`config.mk`:
```
export PLATFORM = sky130hd
export DESIGN_NAME = uart_text_writer
export DESIGN_NICKNAME = d
export VERILOG_FILES = /design/src/rtl/uart_text_writer.sv
export SDC_FILE = /design/constraint.sdc
export NUM_CORES = 1
export LEC_CHECK = 0
export CORE_MARGIN = 4
export CORE_UTILIZATION = 54
export DETAILED_ROUTE_END_ITERATION = 10
export PLACE_DENSITY = 0.85
export SYNTH_ARGS = -nofsm -noshare
export SYNTH_HDL_FRONTEND = slang
export SYNTH_SLANG_ARGS = --single-unit
```
`constraint.sdc`:
```
create_clock -name clk -period 3.76 [get_ports clk]
set_input_delay 1.128 -clock clk [delete_from_list [all_inputs] [get_ports clk]]
set_output_delay 1.128 -clock clk [all_outputs]
set_load 0.005 [all_outputs]
```
`src/rtl/uart_text_writer.sv`:
```
// UART byte -> text-RAM writer: owns the cursor, decodes CR/LF/BS/FF, runs the clear sweep.
// Optional: define CLEAR_ON_RESET_EN to blank the whole screen after every reset release.
module uart_text_writer #(
  parameter int COLS  = 32,
  parameter int ROWS  = 4,
  parameter int COL_W = 5,
  parameter int ROW_W = 2
) (
  input  logic             clk,
  input  logic             reset,
  input  logic [7:0]       rx_data,
  input  logic             rx_valid,
  output logic             wr_en,
  output logic [ROW_W-1:0] wr_row,
  output logic [COL_W-1:0] wr_col,
  output logic [7:0]       wr_data,
  output logic [ROW_W-1:0] cur_row,
  output logic [COL_W-1:0] cur_col,
  output logic             busy
);
  localparam int AW = ROW_W + COL_W;
  localparam logic [AW-1:0] LAST = AW'(ROWS * COLS - 1);

  typedef enum logic {IDLE, CLEAR} state_t;

`ifdef CLEAR_ON_RESET_EN
  localparam state_t RST_STATE = CLEAR;
`else
  localparam state_t RST_STATE = IDLE;
`endif

  state_t          state, state_n;
  logic            prev_valid;
  logic            rx_edge;
  logic            wr_en_n, busy_n;
  logic [ROW_W-1:0] wr_row_n, cur_row_n;
  logic [COL_W-1:0] wr_col_n, cur_col_n;
  logic [7:0]      wr_data_n;
  logic [AW-1:0]   cur_lin, wr_lin, cur_inc, cur_dec, wr_inc;

  assign rx_edge = rx_valid & ~prev_valid;
  // Row/col concatenated into one linear index so col wrap carries into the row.
  assign cur_lin = {cur_row, cur_col};
  assign wr_lin  = {wr_row, wr_col};
  assign cur_inc = cur_lin + AW'(1);
  assign cur_dec = (cur_lin == '0) ? '0 : cur_lin - AW'(1);
  assign wr_inc  = wr_lin + AW'(1);

  always_comb begin
    state_n   = state;
    wr_en_n   = 1'b0;
    wr_row_n  = wr_row;
    wr_col_n  = wr_col;
    wr_data_n = wr_data;
    cur_row_n = cur_row;
    cur_col_n = cur_col;
    busy_n    = busy;
    case (state)
      IDLE: begin
        busy_n = 1'b0;
        if (rx_edge) begin
          if (rx_data >= 8'h20 && rx_data <= 8'h7E) begin
            wr_en_n                = 1'b1;
            wr_row_n               = cur_row;
            wr_col_n               = cur_col;
            wr_data_n              = rx_data;
            {cur_row_n, cur_col_n} = cur_inc;
          end else begin
            case (rx_data)
              8'h0D: cur_col_n = '0;
              8'h0A: cur_row_n = cur_row + ROW_W'(1);
              8'h08: begin
                wr_en_n                = 1'b1;
                {wr_row_n, wr_col_n}   = cur_dec;
                {cur_row_n, cur_col_n} = cur_dec;
                wr_data_n              = 8'h20;
              end
              8'h0C: begin
                state_n   = CLEAR;
                busy_n    = 1'b1;
                wr_en_n   = 1'b1;
                wr_row_n  = '0;
                wr_col_n  = '0;
                wr_data_n = 8'h20;
              end
              default: ;
            endcase
          end
        end
      end
      CLEAR: begin
        wr_data_n = 8'h20;
        if (!busy) begin
          // Entered straight from reset: issue the first cell here.
          busy_n   = 1'b1;
          wr_en_n  = 1'b1;
          wr_row_n = '0;
          wr_col_n = '0;
        end else if (wr_lin == LAST) begin
          state_n   = IDLE;
          busy_n    = 1'b0;
          cur_row_n = '0;
          cur_col_n = '0;
        end else begin
          wr_en_n              = 1'b1;
          {wr_row_n, wr_col_n} = wr_inc;
        end
      end
      default: state_n = IDLE;
    endcase
  end

  always_ff @(posedge clk) begin
    // Track rx_valid through reset so a level held across reset is not an edge.
    prev_valid <= rx_valid;
    if (reset) begin
      state   <= RST_STATE;
      wr_en   <= 1'b0;
      wr_row  <= '0;
      wr_col  <= '0;
      wr_data <= '0;
      cur_row <= '0;
      cur_col <= '0;
      busy    <= 1'b0;
    end else begin
      state   <= state_n;
      wr_en   <= wr_en_n;
      wr_row  <= wr_row_n;
      wr_col  <= wr_col_n;
      wr_data <= wr_data_n;
      cur_row <= cur_row_n;
      cur_col <= cur_col_n;
      busy    <= busy_n;
    end
  end
endmodule

```
==> qor.csv <==
stage,metric,value,unit
die,initial_core_util,57.0,%
synth,synthArstFlopShare,0,%
clocking,cts.sinks,25,
setup_path,r2r-end,wr_col[3],
grt,antenna_found_initial,0,
power,leakage,0.695,nW
synth,synth_seq_area_share,31.6,%
synth,synth.avg_cell_area,7.92,um2
setup_path,cp.arrival,3.40,ns
finish,seqCellArea,500,um2
die,io_pins,35,
timing,timing.final.crit_share,84.0,%
setup_path,reg2reg_setup_slack,1.16,ns
clocking,post_cts_buffers,0,
routing,routed_wl,4060,um
die,core,0.00278,mm2
hold_path,hp-start,wr_col[1],
clocking,clk_path_buf_depth,2,
setup_path,startpoint_type,primary input,
setup_path,cp_max_fo,8,
timing,finalHoldViolCount,0,
routing,drt-vias-per-instance,6.47,
placement,io_buffers,34,
clocking,htreeDepth,1,
timing,skew,0.0190,ns
clocking,cts_root_buffer,clkbuf_4,
setup_path,critPathCaptureType,register,
synth,synth_edf_count,0,
finish,final_util,70.7,%
synth,synth_area_leader_cell,dfxtp_1,
synth,syn_nets,214,
hold_path,hold_end,wr_col[1],
routing,vias,1676,
placement,dpl.hpwl,3010,um
synth,synthTopCellsByCount,"dfxtp_1, nor2_1, a21oi_1",
synth,yosysMostFrequentCell,dfxtp_1,
clocking,insertion_delay,0.33,ns
setup_path,cp.required,4.00,ns
die,fp.dieW,62.2,um
job,maxCapViolations,0,
synth,synth-seq-cells,25,
synth,syn-cell-area,0.00158,mm2
timing,fin_tns_setup,0,ns
finish,fin_area,0.00197,mm2
clocking,hold_buffers,0,
finish,multi_input_area,0.00101,mm2
hold_path,min-delay-path-class,register to register,
synth,synth_top_area_share,31.6,%
routing,drt_iter0_markers,127,
clocking,cts.repair.resized,0,
timing,rsz0062_at_grt,false,
timing,worstMarginPinSlew,0.892,ns
grt,grt_pass1_wl,7330,um
finish,syn2layout_area_growth,24.1,%
timing,drv_slew,0,
timing,relSlewSlack,40.3,%
die,die_h,62.2,um
synth,synthFlopType,dfxtp_1,
routing,drtPass1Iterations,4,
grt,grt_pass1_vias,1651,
outcome,status,completed,
setup_path,reg2reg_from,cur_col[0],
placement,dp_cells,255,
finish,nNetsFinal,243,
synth,synth_cell_types,55,
power,p_per_area,259,mW/mm2
die,die-area,0.00386,mm2
routing,drc_errors,0,
grt,grt_usage,21.7,%
grt,grt_max_degree,27,
hold_path,holdPathStages,2,
routing,antenna_left,0,
clocking,clk_pin_slew,0.16,ns
clocking,tritoncts,yes,
synth,yosysWarnings,0,
power,peakVddDrop,0.246,mV
placement,place_area,0.00194,mm2
synth,netlist_instances,200,
placement,place_congestion,0.909,
timing,period_minus_slack,3.16,ns
finish,diodes,0,
routing,wl_per_cell,15.7,um
setup_path,rr_worst_depth,8,
grt,grt-ovfl-total,0,
finish,final_cells,259,
clocking,numCtsBuffers,3,
timing,hold_ws,0.507,ns
synth,synth.area.top_cells,"dfxtp_1, a21oi_1, nor2_1",
die,row_count,19,
setup_path,worstSetupPathType,primary input to register,
finish,drive_above_1_share,6.58,%
timing,max_clock_freq,317,MHz
finish,nFillCells,239,
timing,setup_viol,0,
[sequential cells by signal, summed over array words and instances, names as in the netlist]
signal and count:
wr_data 8, cur_row 2, wr_col 5, state 1, cur_col 5, wr_row 2, wr_en 1, prev_valid 1
[power by group]
part / total, mW / switching, mW / internal [mW]
clock network: 0.128 / 0.0871 / 0.0406
registers: 0.280 / 0.00770 / 0.272
logic: 0.102 / 0.0519 / 0.0504
total: 0.510 / 0.147 / 0.363
[placed cells by master, fill, tap and decap left out, drive strengths merged, types with 6 or more instances in the layout]
master	netlist	final
a21oi	18	18
a22oi	6	6
and3	8	8
clkdlybuf4s50	0	34
dfxtp	25	25
inv	6	6
nand2	14	14
nand3	6	6
nor2	20	20
nor3	6	6
[worst max-delay path: stages]
cell and delay [ns]:
clkdlybuf4s50_1 0.50, or4b_4 0.57, or4_4 0.50, nand2_2 0.12, o21bai_4 0.09, or3_1 0.37, a21oi_1 0.12
[stage by stage]
step / setup WS (ns) / power (mW)
2_1_floorplan: 0.902 / 0.344
3_3_place_gp: 0.329 / 0.384
3_5_place_dp: 0.280 / 0.387
4_1_cts: 0.609 / 0.509
5_1_grt: 0.410 / 0.536
6_report: 0.602 / 0.510
[per-layer routing]
metal	wire [um]	vias up	track usage, %
met5	0	-	0
met4	34	0	4.61
met3	241	7	3.06
met2	2010	76	37.0
met1	1770	788	28.9
li1	-	805	-
[worst max-delay path by stage]
| stage | from | endpoint | cells past startpoint |
|---|---|---|---|
| floorplan | rx_data[4] | cur_col[3] | 6 |
| global route | rx_data[5] | cur_col[2] | 7 |
| detailed placement | rx_data[5] | cur_col[3] | 7 |
| finish | rx_data[5] | cur_col[3] | 7 |
| global placement | rx_data[5] | cur_col[3] | 7 |
| CTS | rx_data[5] | cur_col[3] | 7 |
[kinds of logic after synthesis]
kind of cell / count (synthesis) / synth area share [%]
and+or+nand+nor: 82 / 28.4
DFF: 25 / 31.6
muxes: 3 / 1.90
xor gates and xnor gates: 6 / 3.32
AOI/OAI and AO/OA: 61 / 27.6
adders and majority gates: 3 / 2.37
buffers and inverters: 20 / 4.82
[layout make-up]
type                            count  share of cell area [%]
Timing Repair Buffer               37                    18.5
Clock buffer                        3                    1.15
Tap cell                           31                    1.97
Clock inverter                      1                   0.382
Inverter                            7                    1.34
Sequential cell                    25                    25.5
Multi-Input combinational cell    155                    51.2
No activity file was read; power rests on OpenSTA's default activity.
